<file path="config.mk">
export PLATFORM = sky130hd
export DESIGN_NAME = pipelined_instr_decoder_flat
export DESIGN_NICKNAME = d
export VERILOG_FILES = /design/src/rtl/pipelined_instr_decoder_pkg.sv /design/src/rtl/pipelined_instr_decoder_if.sv /design/src/rtl/pipelined_instr_decode_comb.sv /design/src/rtl/pipelined_instr_decoder.sv /design/src/flat_wrapper.sv
export SDC_FILE = /design/constraint.sdc
export NUM_CORES = 1
export LEC_CHECK = 0
export ABC_AREA = 1
export CORE_UTILIZATION = 24
export DETAILED_ROUTE_END_ITERATION = 6
export GPL_TIMING_DRIVEN = 0
export PLACE_DENSITY_LB_ADDON = 0.1
export SLEW_MARGIN = 20
export SYNTH_ARGS = -nofsm -noshare
export SYNTH_HDL_FRONTEND = slang
export SYNTH_SLANG_ARGS = --single-unit
export TNS_END_PERCENT = 20
</file>
<file path="constraint.sdc">
create_clock -name clk -period 10.4 [get_ports clk]
set_input_delay 2.08 -clock clk [delete_from_list [all_inputs] [get_ports clk]]
set_output_delay 2.08 -clock clk [all_outputs]
set_load 0.1 [all_outputs]
</file>
<file path="src/rtl/pipelined_instr_decoder_pkg.sv">
// rtl/pipelined_instr_decoder_pkg.sv - MIPS-32 opcode/funct encodings and one-hot operation indices
package pipelined_instr_decoder_pkg;

    localparam int CODE_W_BASE = 31;
    localparam int CODE_W_EXT  = 55;

    // One-hot bit positions shared with the control unit
    localparam int OP_ADD  = 0,  OP_ADDU = 1,  OP_SUB   = 2,  OP_SUBU  = 3,  OP_AND  = 4;
    localparam int OP_OR   = 5,  OP_XOR  = 6,  OP_NOR   = 7,  OP_SLT   = 8,  OP_SLTU = 9;
    localparam int OP_SLL  = 10, OP_SRL  = 11, OP_SRA   = 12, OP_SLLV  = 13, OP_SRLV = 14;
    localparam int OP_SRAV = 15, OP_JR   = 16, OP_ADDI  = 17, OP_ADDIU = 18, OP_ANDI = 19;
    localparam int OP_ORI  = 20, OP_XORI = 21, OP_LUI   = 22, OP_LW    = 23, OP_SW   = 24;
    localparam int OP_BEQ  = 25, OP_BNE  = 26, OP_SLTI  = 27, OP_SLTIU = 28, OP_J    = 29;
    localparam int OP_JAL  = 30, OP_JALR = 31, OP_MULT  = 32, OP_MULTU = 33, OP_DIV  = 34;
    localparam int OP_DIVU = 35, OP_MFHI = 36, OP_MFLO  = 37, OP_MTHI  = 38, OP_MTLO = 39;
    localparam int OP_SYSCALL = 40, OP_BREAK = 41, OP_TEQ = 42, OP_LB = 43, OP_LBU = 44;
    localparam int OP_LH   = 45, OP_LHU  = 46, OP_SB    = 47, OP_SH    = 48, OP_BGEZ = 49;
    localparam int OP_CLZ  = 50, OP_MUL  = 51, OP_ERET  = 52, OP_MFC0  = 53, OP_MTC0 = 54;

    localparam logic [5:0] OPC_SPECIAL = 6'h00, OPC_REGIMM = 6'h01, OPC_J     = 6'h02;
    localparam logic [5:0] OPC_JAL     = 6'h03, OPC_BEQ    = 6'h04, OPC_BNE   = 6'h05;
    localparam logic [5:0] OPC_ADDI    = 6'h08, OPC_ADDIU  = 6'h09, OPC_SLTI  = 6'h0A;
    localparam logic [5:0] OPC_SLTIU   = 6'h0B, OPC_ANDI   = 6'h0C, OPC_ORI   = 6'h0D;
    localparam logic [5:0] OPC_XORI    = 6'h0E, OPC_LUI    = 6'h0F, OPC_COP0  = 6'h10;
    localparam logic [5:0] OPC_SPECIAL2 = 6'h1C, OPC_LB    = 6'h20, OPC_LH    = 6'h21;
    localparam logic [5:0] OPC_LW      = 6'h23, OPC_LBU    = 6'h24, OPC_LHU   = 6'h25;
    localparam logic [5:0] OPC_SB      = 6'h28, OPC_SH     = 6'h29, OPC_SW    = 6'h2B;

    localparam logic [5:0] FN_SLL  = 6'h00, FN_SRL  = 6'h02, FN_SRA   = 6'h03, FN_SLLV = 6'h04;
    localparam logic [5:0] FN_SRLV = 6'h06, FN_SRAV = 6'h07, FN_JR    = 6'h08, FN_JALR = 6'h09;
    localparam logic [5:0] FN_SYSCALL = 6'h0C, FN_BREAK = 6'h0D, FN_MFHI = 6'h10, FN_MTHI = 6'h11;
    localparam logic [5:0] FN_MFLO = 6'h12, FN_MTLO = 6'h13, FN_MULT  = 6'h18, FN_MULTU = 6'h19;
    localparam logic [5:0] FN_DIV  = 6'h1A, FN_DIVU = 6'h1B, FN_ADD   = 6'h20, FN_ADDU = 6'h21;
    localparam logic [5:0] FN_SUB  = 6'h22, FN_SUBU = 6'h23, FN_AND   = 6'h24, FN_OR   = 6'h25;
    localparam logic [5:0] FN_XOR  = 6'h26, FN_NOR  = 6'h27, FN_SLT   = 6'h2A, FN_SLTU = 6'h2B;
    localparam logic [5:0] FN_TEQ  = 6'h34;
    localparam logic [5:0] FN2_CLZ = 6'h20, FN2_MUL = 6'h02, FN_ERET  = 6'h18;

    localparam logic [4:0] RT_BGEZ = 5'b00001;
    localparam logic [4:0] RS_ERET = 5'b10000, RS_MFC0 = 5'b00000, RS_MTC0 = 5'b00100;

endpackage

</file>
<file path="src/rtl/pipelined_instr_decoder_if.sv">
// rtl/pipelined_instr_decoder_if.sv - fetch-side and consumer-side handshake bundle of the decode stage
interface pipelined_instr_decoder_if #(
    parameter bit EXT_EN = 1'b1,
    parameter int PC_W   = 32
);
    import pipelined_instr_decoder_pkg::*;
    localparam int CODE_W = EXT_EN ? CODE_W_EXT : CODE_W_BASE;

    logic              in_valid;
    logic              in_ready;
    logic [31:0]       in_instr;
    logic [PC_W-1:0]   in_pc;
    logic              out_valid;
    logic              out_ready;
    logic [CODE_W-1:0] out_code;
    logic              out_illegal;
    logic [4:0]        out_rs;
    logic [4:0]        out_rt;
    logic [4:0]        out_rd;
    logic [4:0]        out_shamt;
    logic [15:0]       out_imm;
    logic [25:0]       out_target;
    logic [PC_W-1:0]   out_pc;

    modport master (
        output in_valid, in_instr, in_pc, out_ready,
        input  in_ready, out_valid, out_code, out_illegal, out_rs, out_rt, out_rd,
               out_shamt, out_imm, out_target, out_pc
    );

    modport slave (
        input  in_valid, in_instr, in_pc, out_ready,
        output in_ready, out_valid, out_code, out_illegal, out_rs, out_rt, out_rd,
               out_shamt, out_imm, out_target, out_pc
    );
endinterface

</file>
<file path="src/rtl/pipelined_instr_decode_comb.sv">
// rtl/pipelined_instr_decode_comb.sv - combinational instruction field to one-hot op-code decode
module instr_decode_comb
    import pipelined_instr_decoder_pkg::*;
#(
    parameter bit EXT_EN = 1'b1,
    parameter int CODE_W = CODE_W_EXT
) (
    input  logic [5:0]        i_op,
    input  logic [4:0]        i_rs,
    input  logic [4:0]        i_rt,
    input  logic [5:0]        i_fn,
    output logic [CODE_W-1:0] o_code,
    output logic              o_illegal
);

    logic [CODE_W_EXT-1:0] w_all;

    always_comb begin
        w_all = '0;
        case (i_op)
            OPC_SPECIAL: begin
                case (i_fn)
                    FN_ADD:     w_all[OP_ADD]     = 1'b1;
                    FN_ADDU:    w_all[OP_ADDU]    = 1'b1;
                    FN_SUB:     w_all[OP_SUB]     = 1'b1;
                    FN_SUBU:    w_all[OP_SUBU]    = 1'b1;
                    FN_AND:     w_all[OP_AND]     = 1'b1;
                    FN_OR:      w_all[OP_OR]      = 1'b1;
                    FN_XOR:     w_all[OP_XOR]     = 1'b1;
                    FN_NOR:     w_all[OP_NOR]     = 1'b1;
                    FN_SLT:     w_all[OP_SLT]     = 1'b1;
                    FN_SLTU:    w_all[OP_SLTU]    = 1'b1;
                    FN_SLL:     w_all[OP_SLL]     = 1'b1;
                    FN_SRL:     w_all[OP_SRL]     = 1'b1;
                    FN_SRA:     w_all[OP_SRA]     = 1'b1;
                    FN_SLLV:    w_all[OP_SLLV]    = 1'b1;
                    FN_SRLV:    w_all[OP_SRLV]    = 1'b1;
                    FN_SRAV:    w_all[OP_SRAV]    = 1'b1;
                    FN_JR:      w_all[OP_JR]      = 1'b1;
                    FN_JALR:    w_all[OP_JALR]    = 1'b1;
                    FN_MULT:    w_all[OP_MULT]    = 1'b1;
                    FN_MULTU:   w_all[OP_MULTU]   = 1'b1;
                    FN_DIV:     w_all[OP_DIV]     = 1'b1;
                    FN_DIVU:    w_all[OP_DIVU]    = 1'b1;
                    FN_MFHI:    w_all[OP_MFHI]    = 1'b1;
                    FN_MFLO:    w_all[OP_MFLO]    = 1'b1;
                    FN_MTHI:    w_all[OP_MTHI]    = 1'b1;
                    FN_MTLO:    w_all[OP_MTLO]    = 1'b1;
                    FN_SYSCALL: w_all[OP_SYSCALL] = 1'b1;
                    FN_BREAK:   w_all[OP_BREAK]   = 1'b1;
                    FN_TEQ:     w_all[OP_TEQ]     = 1'b1;
                    default:    w_all = '0;
                endcase
            end
            OPC_ADDI:  w_all[OP_ADDI]  = 1'b1;
            OPC_ADDIU: w_all[OP_ADDIU] = 1'b1;
            OPC_ANDI:  w_all[OP_ANDI]  = 1'b1;
            OPC_ORI:   w_all[OP_ORI]   = 1'b1;
            OPC_XORI:  w_all[OP_XORI]  = 1'b1;
            OPC_LUI:   w_all[OP_LUI]   = 1'b1;
            OPC_LW:    w_all[OP_LW]    = 1'b1;
            OPC_SW:    w_all[OP_SW]    = 1'b1;
            OPC_BEQ:   w_all[OP_BEQ]   = 1'b1;
            OPC_BNE:   w_all[OP_BNE]   = 1'b1;
            OPC_SLTI:  w_all[OP_SLTI]  = 1'b1;
            OPC_SLTIU: w_all[OP_SLTIU] = 1'b1;
            OPC_J:     w_all[OP_J]     = 1'b1;
            OPC_JAL:   w_all[OP_JAL]   = 1'b1;
            OPC_LB:    w_all[OP_LB]    = 1'b1;
            OPC_LBU:   w_all[OP_LBU]   = 1'b1;
            OPC_LH:    w_all[OP_LH]    = 1'b1;
            OPC_LHU:   w_all[OP_LHU]   = 1'b1;
            OPC_SB:    w_all[OP_SB]    = 1'b1;
            OPC_SH:    w_all[OP_SH]    = 1'b1;
            OPC_REGIMM: w_all[OP_BGEZ] = (i_rt == RT_BGEZ);
            OPC_SPECIAL2: begin
                w_all[OP_CLZ] = (i_fn == FN2_CLZ);
                w_all[OP_MUL] = (i_fn == FN2_MUL);
            end
            OPC_COP0: begin
                w_all[OP_ERET] = (i_rs == RS_ERET) && (i_fn == FN_ERET);
                w_all[OP_MFC0] = (i_rs == RS_MFC0);
                w_all[OP_MTC0] = (i_rs == RS_MTC0);
            end
            default: w_all = '0;
        endcase
        // Base-only builds treat every extended encoding as illegal
        if (!EXT_EN) begin
            w_all[CODE_W_EXT-1:CODE_W_BASE] = '0;
        end
    end

    assign o_code    = w_all[CODE_W-1:0];
    assign o_illegal = ~|w_all;

endmodule

</file>
<file path="src/rtl/pipelined_instr_decoder.sv">
// rtl/pipelined_instr_decoder.sv - registered decode stage with one-entry skid buffer and illegal counter
module pipelined_instr_decoder
    import pipelined_instr_decoder_pkg::*;
#(
    parameter bit EXT_EN    = 1'b1,
    parameter int PC_W      = 32,
    parameter int ILL_CNT_W = 16
) (
    input  logic                     clk,
    input  logic                     rst,
    input  logic                     flush,
    pipelined_instr_decoder_if.slave bus,
    output logic [ILL_CNT_W-1:0]     ill_count
);

    localparam int CODE_W = EXT_EN ? CODE_W_EXT : CODE_W_BASE;
    localparam logic [ILL_CNT_W-1:0] CNT_ONE = 1;

    typedef struct packed {
        logic [CODE_W-1:0] code;
        logic              illegal;
        logic [31:0]       instr;
        logic [PC_W-1:0]   pc;
    } entry_t;

    entry_t                w_new;
    entry_t                r_out;
    entry_t                r_skid;
    logic                  r_out_valid;
    logic                  r_skid_valid;
    logic                  r_in_ready;
    logic [ILL_CNT_W-1:0]  r_ill_count;
    logic [CODE_W-1:0]     w_dec_code;
    logic                  w_dec_illegal;
    logic                  w_in_fire;
    logic                  w_out_fire;
    logic                  w_out_load;

    instr_decode_comb #(
        .EXT_EN (EXT_EN),
        .CODE_W (CODE_W)
    ) u_decode (
        .i_op      (bus.in_instr[31:26]),
        .i_rs      (bus.in_instr[25:21]),
        .i_rt      (bus.in_instr[20:16]),
        .i_fn      (bus.in_instr[5:0]),
        .o_code    (w_dec_code),
        .o_illegal (w_dec_illegal)
    );

    always_comb begin
        w_new         = '0;
        w_new.code    = w_dec_code;
        w_new.illegal = w_dec_illegal;
        w_new.instr   = bus.in_instr;
        w_new.pc      = bus.in_pc;
    end

    assign w_in_fire  = bus.in_valid & r_in_ready;
    assign w_out_fire = r_out_valid & bus.out_ready;
    assign w_out_load = ~r_out_valid | bus.out_ready;

    // in_ready mirrors "skid empty", so an accept never coincides with a full skid
    always_ff @(posedge clk or posedge rst) begin
        if (rst) begin
            r_out        <= '0;
            r_skid       <= '0;
            r_out_valid  <= 1'b0;
            r_skid_valid <= 1'b0;
            r_in_ready   <= 1'b1;
        end else if (flush) begin
            r_out_valid  <= 1'b0;
            r_skid_valid <= 1'b0;
            r_in_ready   <= 1'b1;
        end else if (w_out_load) begin
            if (r_skid_valid) begin
                r_out        <= r_skid;
                r_out_valid  <= 1'b1;
                r_skid_valid <= 1'b0;
                r_in_ready   <= 1'b1;
            end else begin
                r_out_valid <= w_in_fire;
                if (w_in_fire) begin
                    r_out <= w_new;
                end
            end
        end else if (w_in_fire) begin
            r_skid       <= w_new;
            r_skid_valid <= 1'b1;
            r_in_ready   <= 1'b0;
        end
    end

    always_ff @(posedge clk or posedge rst) begin
        if (rst) begin
            r_ill_count <= '0;
        end else if (w_out_fire && r_out.illegal && (r_ill_count != '1)) begin
            r_ill_count <= r_ill_count + CNT_ONE;
        end
    end

    assign bus.in_ready    = r_in_ready;
    assign bus.out_valid   = r_out_valid;
    assign bus.out_code    = r_out.code;
    assign bus.out_illegal = r_out.illegal;
    assign bus.out_rs      = r_out.instr[25:21];
    assign bus.out_rt      = r_out.instr[20:16];
    assign bus.out_rd      = r_out.instr[15:11];
    assign bus.out_shamt   = r_out.instr[10:6];
    assign bus.out_imm     = r_out.instr[15:0];
    assign bus.out_target  = r_out.instr[25:0];
    assign bus.out_pc      = r_out.pc;
    assign ill_count       = r_ill_count;

endmodule
</file>
<file path="src/flat_wrapper.sv">
// flat-port wrapper written by rule: the top's interface ports become plain ports
module pipelined_instr_decoder_flat import pipelined_instr_decoder_pkg::*;
#(
    parameter bit EXT_EN    = 1'b1,
    parameter int PC_W      = 32,
    parameter int ILL_CNT_W = 16
)
  (clk, rst, flush, ill_count, bus_in_valid, bus_in_instr, bus_in_pc, bus_out_ready, bus_in_ready, bus_out_valid, bus_out_code, bus_out_illegal, bus_out_rs, bus_out_rt, bus_out_rd, bus_out_shamt, bus_out_imm, bus_out_target, bus_out_pc);
  pipelined_instr_decoder_if #(.EXT_EN(EXT_EN), .PC_W(PC_W)) bus_i ();
  input  logic clk;
  input  logic rst;
  input  logic flush;
  output logic [ILL_CNT_W-1:0] ill_count;
  input wire logic [$bits(bus_i.in_valid)-1:0] bus_in_valid;
  input wire logic [$bits(bus_i.in_instr)-1:0] bus_in_instr;
  input wire logic [$bits(bus_i.in_pc)-1:0] bus_in_pc;
  input wire logic [$bits(bus_i.out_ready)-1:0] bus_out_ready;
  output wire logic [$bits(bus_i.in_ready)-1:0] bus_in_ready;
  output wire logic [$bits(bus_i.out_valid)-1:0] bus_out_valid;
  output wire logic [$bits(bus_i.out_code)-1:0] bus_out_code;
  output wire logic [$bits(bus_i.out_illegal)-1:0] bus_out_illegal;
  output wire logic [$bits(bus_i.out_rs)-1:0] bus_out_rs;
  output wire logic [$bits(bus_i.out_rt)-1:0] bus_out_rt;
  output wire logic [$bits(bus_i.out_rd)-1:0] bus_out_rd;
  output wire logic [$bits(bus_i.out_shamt)-1:0] bus_out_shamt;
  output wire logic [$bits(bus_i.out_imm)-1:0] bus_out_imm;
  output wire logic [$bits(bus_i.out_target)-1:0] bus_out_target;
  output wire logic [$bits(bus_i.out_pc)-1:0] bus_out_pc;
  assign bus_i.in_valid = bus_in_valid;
  assign bus_i.in_instr = bus_in_instr;
  assign bus_i.in_pc = bus_in_pc;
  assign bus_i.out_ready = bus_out_ready;
  assign bus_in_ready = bus_i.in_ready;
  assign bus_out_valid = bus_i.out_valid;
  assign bus_out_code = bus_i.out_code;
  assign bus_out_illegal = bus_i.out_illegal;
  assign bus_out_rs = bus_i.out_rs;
  assign bus_out_rt = bus_i.out_rt;
  assign bus_out_rd = bus_i.out_rd;
  assign bus_out_shamt = bus_i.out_shamt;
  assign bus_out_imm = bus_i.out_imm;
  assign bus_out_target = bus_i.out_target;
  assign bus_out_pc = bus_i.out_pc;
  pipelined_instr_decoder #(.EXT_EN(EXT_EN), .PC_W(PC_W), .ILL_CNT_W(ILL_CNT_W)) u_core (.clk(clk), .rst(rst), .flush(flush), .bus(bus_i), .ill_count(ill_count));
endmodule
</file>
==> metrics.csv <==
metric,value,unit
clock latency on the worst-skew pair,0.57,ns
Clk network pwr share,27.2,%
predominant post-synthesis flop cell,dfrtp_1,
IO Count,237,
Static Leak,7.10,nW
vias in the first global route,10104,
total congestion overflow,0,
CTS sink cnt,247,
synth unique cells,34,
synth top area cells,"dfrtp_1 55%, nand2_1 16%, nor2_1 5.0%",
WL met2,18600,microns
PD cells,246,nW/um^2
first-pass GRT wire length,63200,microns
Post-synth EDFFs,0,
sw power,1.71,mW
Worst path depth,1,
multi-input logic area,4270,sq um
Clock Skews,0.0174,ns
Fmax achieved,0.229,GHz
core area,46500,sq um
post-route ant nets,0,
biggest area consumer among synthesized cells,dfrtp_1,
DP Area,14500,sq um
# DRC,0,
Sw Share,44.9,%
Flop pwr share,32.3,%
largest net degree at the start of global routing,82,
Met1 Wirelength,19700,microns
n_diodes,0,
post-cts resize count,0,
sequential area share after synthesis,54.7,%
R2R depth,5,
cells after synthesis,1387,
fraction of layout cells with a size suffix above 1,8.18,%
Fin Hold WS,0.469,ns
IO Port Bufs,235,
H-tree depth,1,
Clock Tree Buf Depth,3,
Critical Path RT,8.32,ns
Starting Density,24.3,%
Syn Area/Cell,8.14,sq um
Clock Tree Root,clkbuf_16,
Die Y,219,microns
Max Slew Vio Count,0,
period utilization,42.0,%
status,completed,
DRT Pass-1 Iters,4,
Commonest cells post-synth,"496 x nand2_1, 246 x dfrtp_1, 151 x nor2_1",
worst vdd ir,190,uV
slowest cell delay on critical path,1.18,ns
critical path type,reg -> out,
TritonCTS buffer count,30,
Worst Setup Slack post-DPL,6.04,ns
final hold violation count,0,
setup tns final,0,ns
Worst Slack Setup Final,6.03,ns
Crit-path slowest cell,clkdlybuf4s50_1,
initial antenna violation count,2,
Die X-Extent,219,microns
relative slew slack,25.8,%
# fillers,4911,
post-synthesis register bit count,247,
crit path DAT,2.29,ns
RSZ-0062 raised after global routing,no,
dpl cells,2232,
detailed route wirelength on metal3,2160,microns
Wirelength per Cell,18.2,microns
NumNets Final,1727,
CP endpoint kind,output pin,
CTS tree,done,
via count,10184,
Ys Warns,0,
gr usage total,17.5,%
Post-CTS Hold Fix Bufs,0,
Crit Path Max Fanout,3,
Power Total,3.81,mW
fin crit period,4.37,ns
register area,6180,sq um
row count,79,
Buffers & Inverters on Critical Path,1,
area grow syn2layout,36.8,%
Worst-Margin Slew,1.11,ns
Top Family by Delay on Critical Path,buffers and inverters,
Max Cap Violations,0,
Final Non-Filler Cells,2281,
global placer's final weighted congestion,0.836,
Mapped Nets,1457,
most common cell in the netlist,nand2_1,
Gate power share,40.5,%
Yosys top cell area share,54.5,%
asr flop ratio synth,100,%
post-CTS setup buffer count,0,
top routing layer in use,met5,
detail-routed via count per cell,4.46,
DRT Wirelength,41500,microns
WHS Path Cells,2,
Worst-path clk slew,0.06,ns
Finished Core Util,33.3,%
die area,47900,sq um
"Design Area, Final",15400,sq um
Startpoint Class,flop,
dpl hpwl,30000,microns
Hold Path Class,reg -> reg,
Mapped Area,11300,sq um
# setup viols final,0,
Pint,2.10,mW
crit-path cells,clkdlybuf4s50_1,
DRT iter0 DRCs,718,
-- layout make-up --
type                    instances  share of cell area (%)
plain buffers                 112                    3.87
clock buffers                  44                    5.86
clock inverters                 5                   0.324
inverters                      64                    1.60
multi-input cells             964                    27.7
flip-flops and latches        247                    40.0
well taps                     607                    4.92
repair buffers                238                    15.8
-- placed cells by master (no fill, tap or decap), types with 7 or more instances in the layout --
cell type and instances:
a21oi_1 76, clkdlybuf4s50_1 235, buf_2 25, nor2_1 151
clkbuf_16 31, nand3_1 32, inv_1 59, a31oi_1 58
xor2_1 10, nor3_1 9, o21a_1 10, clkbuf_1 52
buf_4 37, dfrtp_1 246, o21ai_0 79, nand2_1 496
clkbuf_8 8, nor2_2 7
-- flip-flops by register name, indices dropped and copies added (netlist names) --
signal                  cells
u_core.bus.out_valid        1
u_core.ill_count           16
u_core.bus.in_ready         1
u_core.bus.out_code        55
u_core.bus.out_illegal      1
u_core.bus.out_pc          32
u_core.bus.out_rs           5
u_core.bus.out_imm         16
u_core.r_skid_valid         1
u_core.r_skid             114
u_core.bus.out_rt           5
-- path summary, 6_finish.rpt --
check                               startpoint                       to  slack [ns]
setup / recovery           u_core.bus.in_ready             bus_in_ready        6.03
hold / removal               u_core.r_skid[41]        u_core.r_skid[41]        0.47
setup reg to reg           u_core.r_skid_valid  u_core.bus.out_code[40]        8.09
hold reg to reg              u_core.r_skid[41]        u_core.r_skid[41]        0.47
max in group asynchronous                  rst        u_core.r_skid[97]        7.00
min in group asynchronous                  rst   u_core.bus.out_imm[10]        1.92
-- worst min-delay path: stages, from the launching register on --
cell and delay [ns]:
dfrtp_1 0.34, nand2_1 0.05, nand2_1 0.05
-- power by group through the flow --
stage / combinational (mW) / sequential [mW] / clock (mW)
finish: 1.54 / 1.23 / 1.04
global route: 1.61 / 1.25 / 1.11
CTS: 1.56 / 1.23 / 1.07
detailed placement: 1.55 / 1.25 / 0
global placement: 1.55 / 1.25 / 0
floorplan: 0.494 / 1.90 / 0
-- logic make-up (layout without fill, tap and decap cells) --
group | Yosys count | after routing | synth area share [%]
compound gates | 232 | 232 | 11.3
flops | 247 | 247 | 54.7
simple gates | 716 | 716 | 25.3
buf+inv | 176 | 463 | 7.42
xor+xnor | 15 | 15 | 1.16
fa+ha+maj | 1 | 1 | 0.111
-- layer usage --
layer	vias to the layer above	GRT usage, %
li1	4954	-
met1	4922	24.5
met2	243	27.3
met3	61	3.23
met4	4	4.72
met5	-	0
Power figures use the tool's default switching activity.
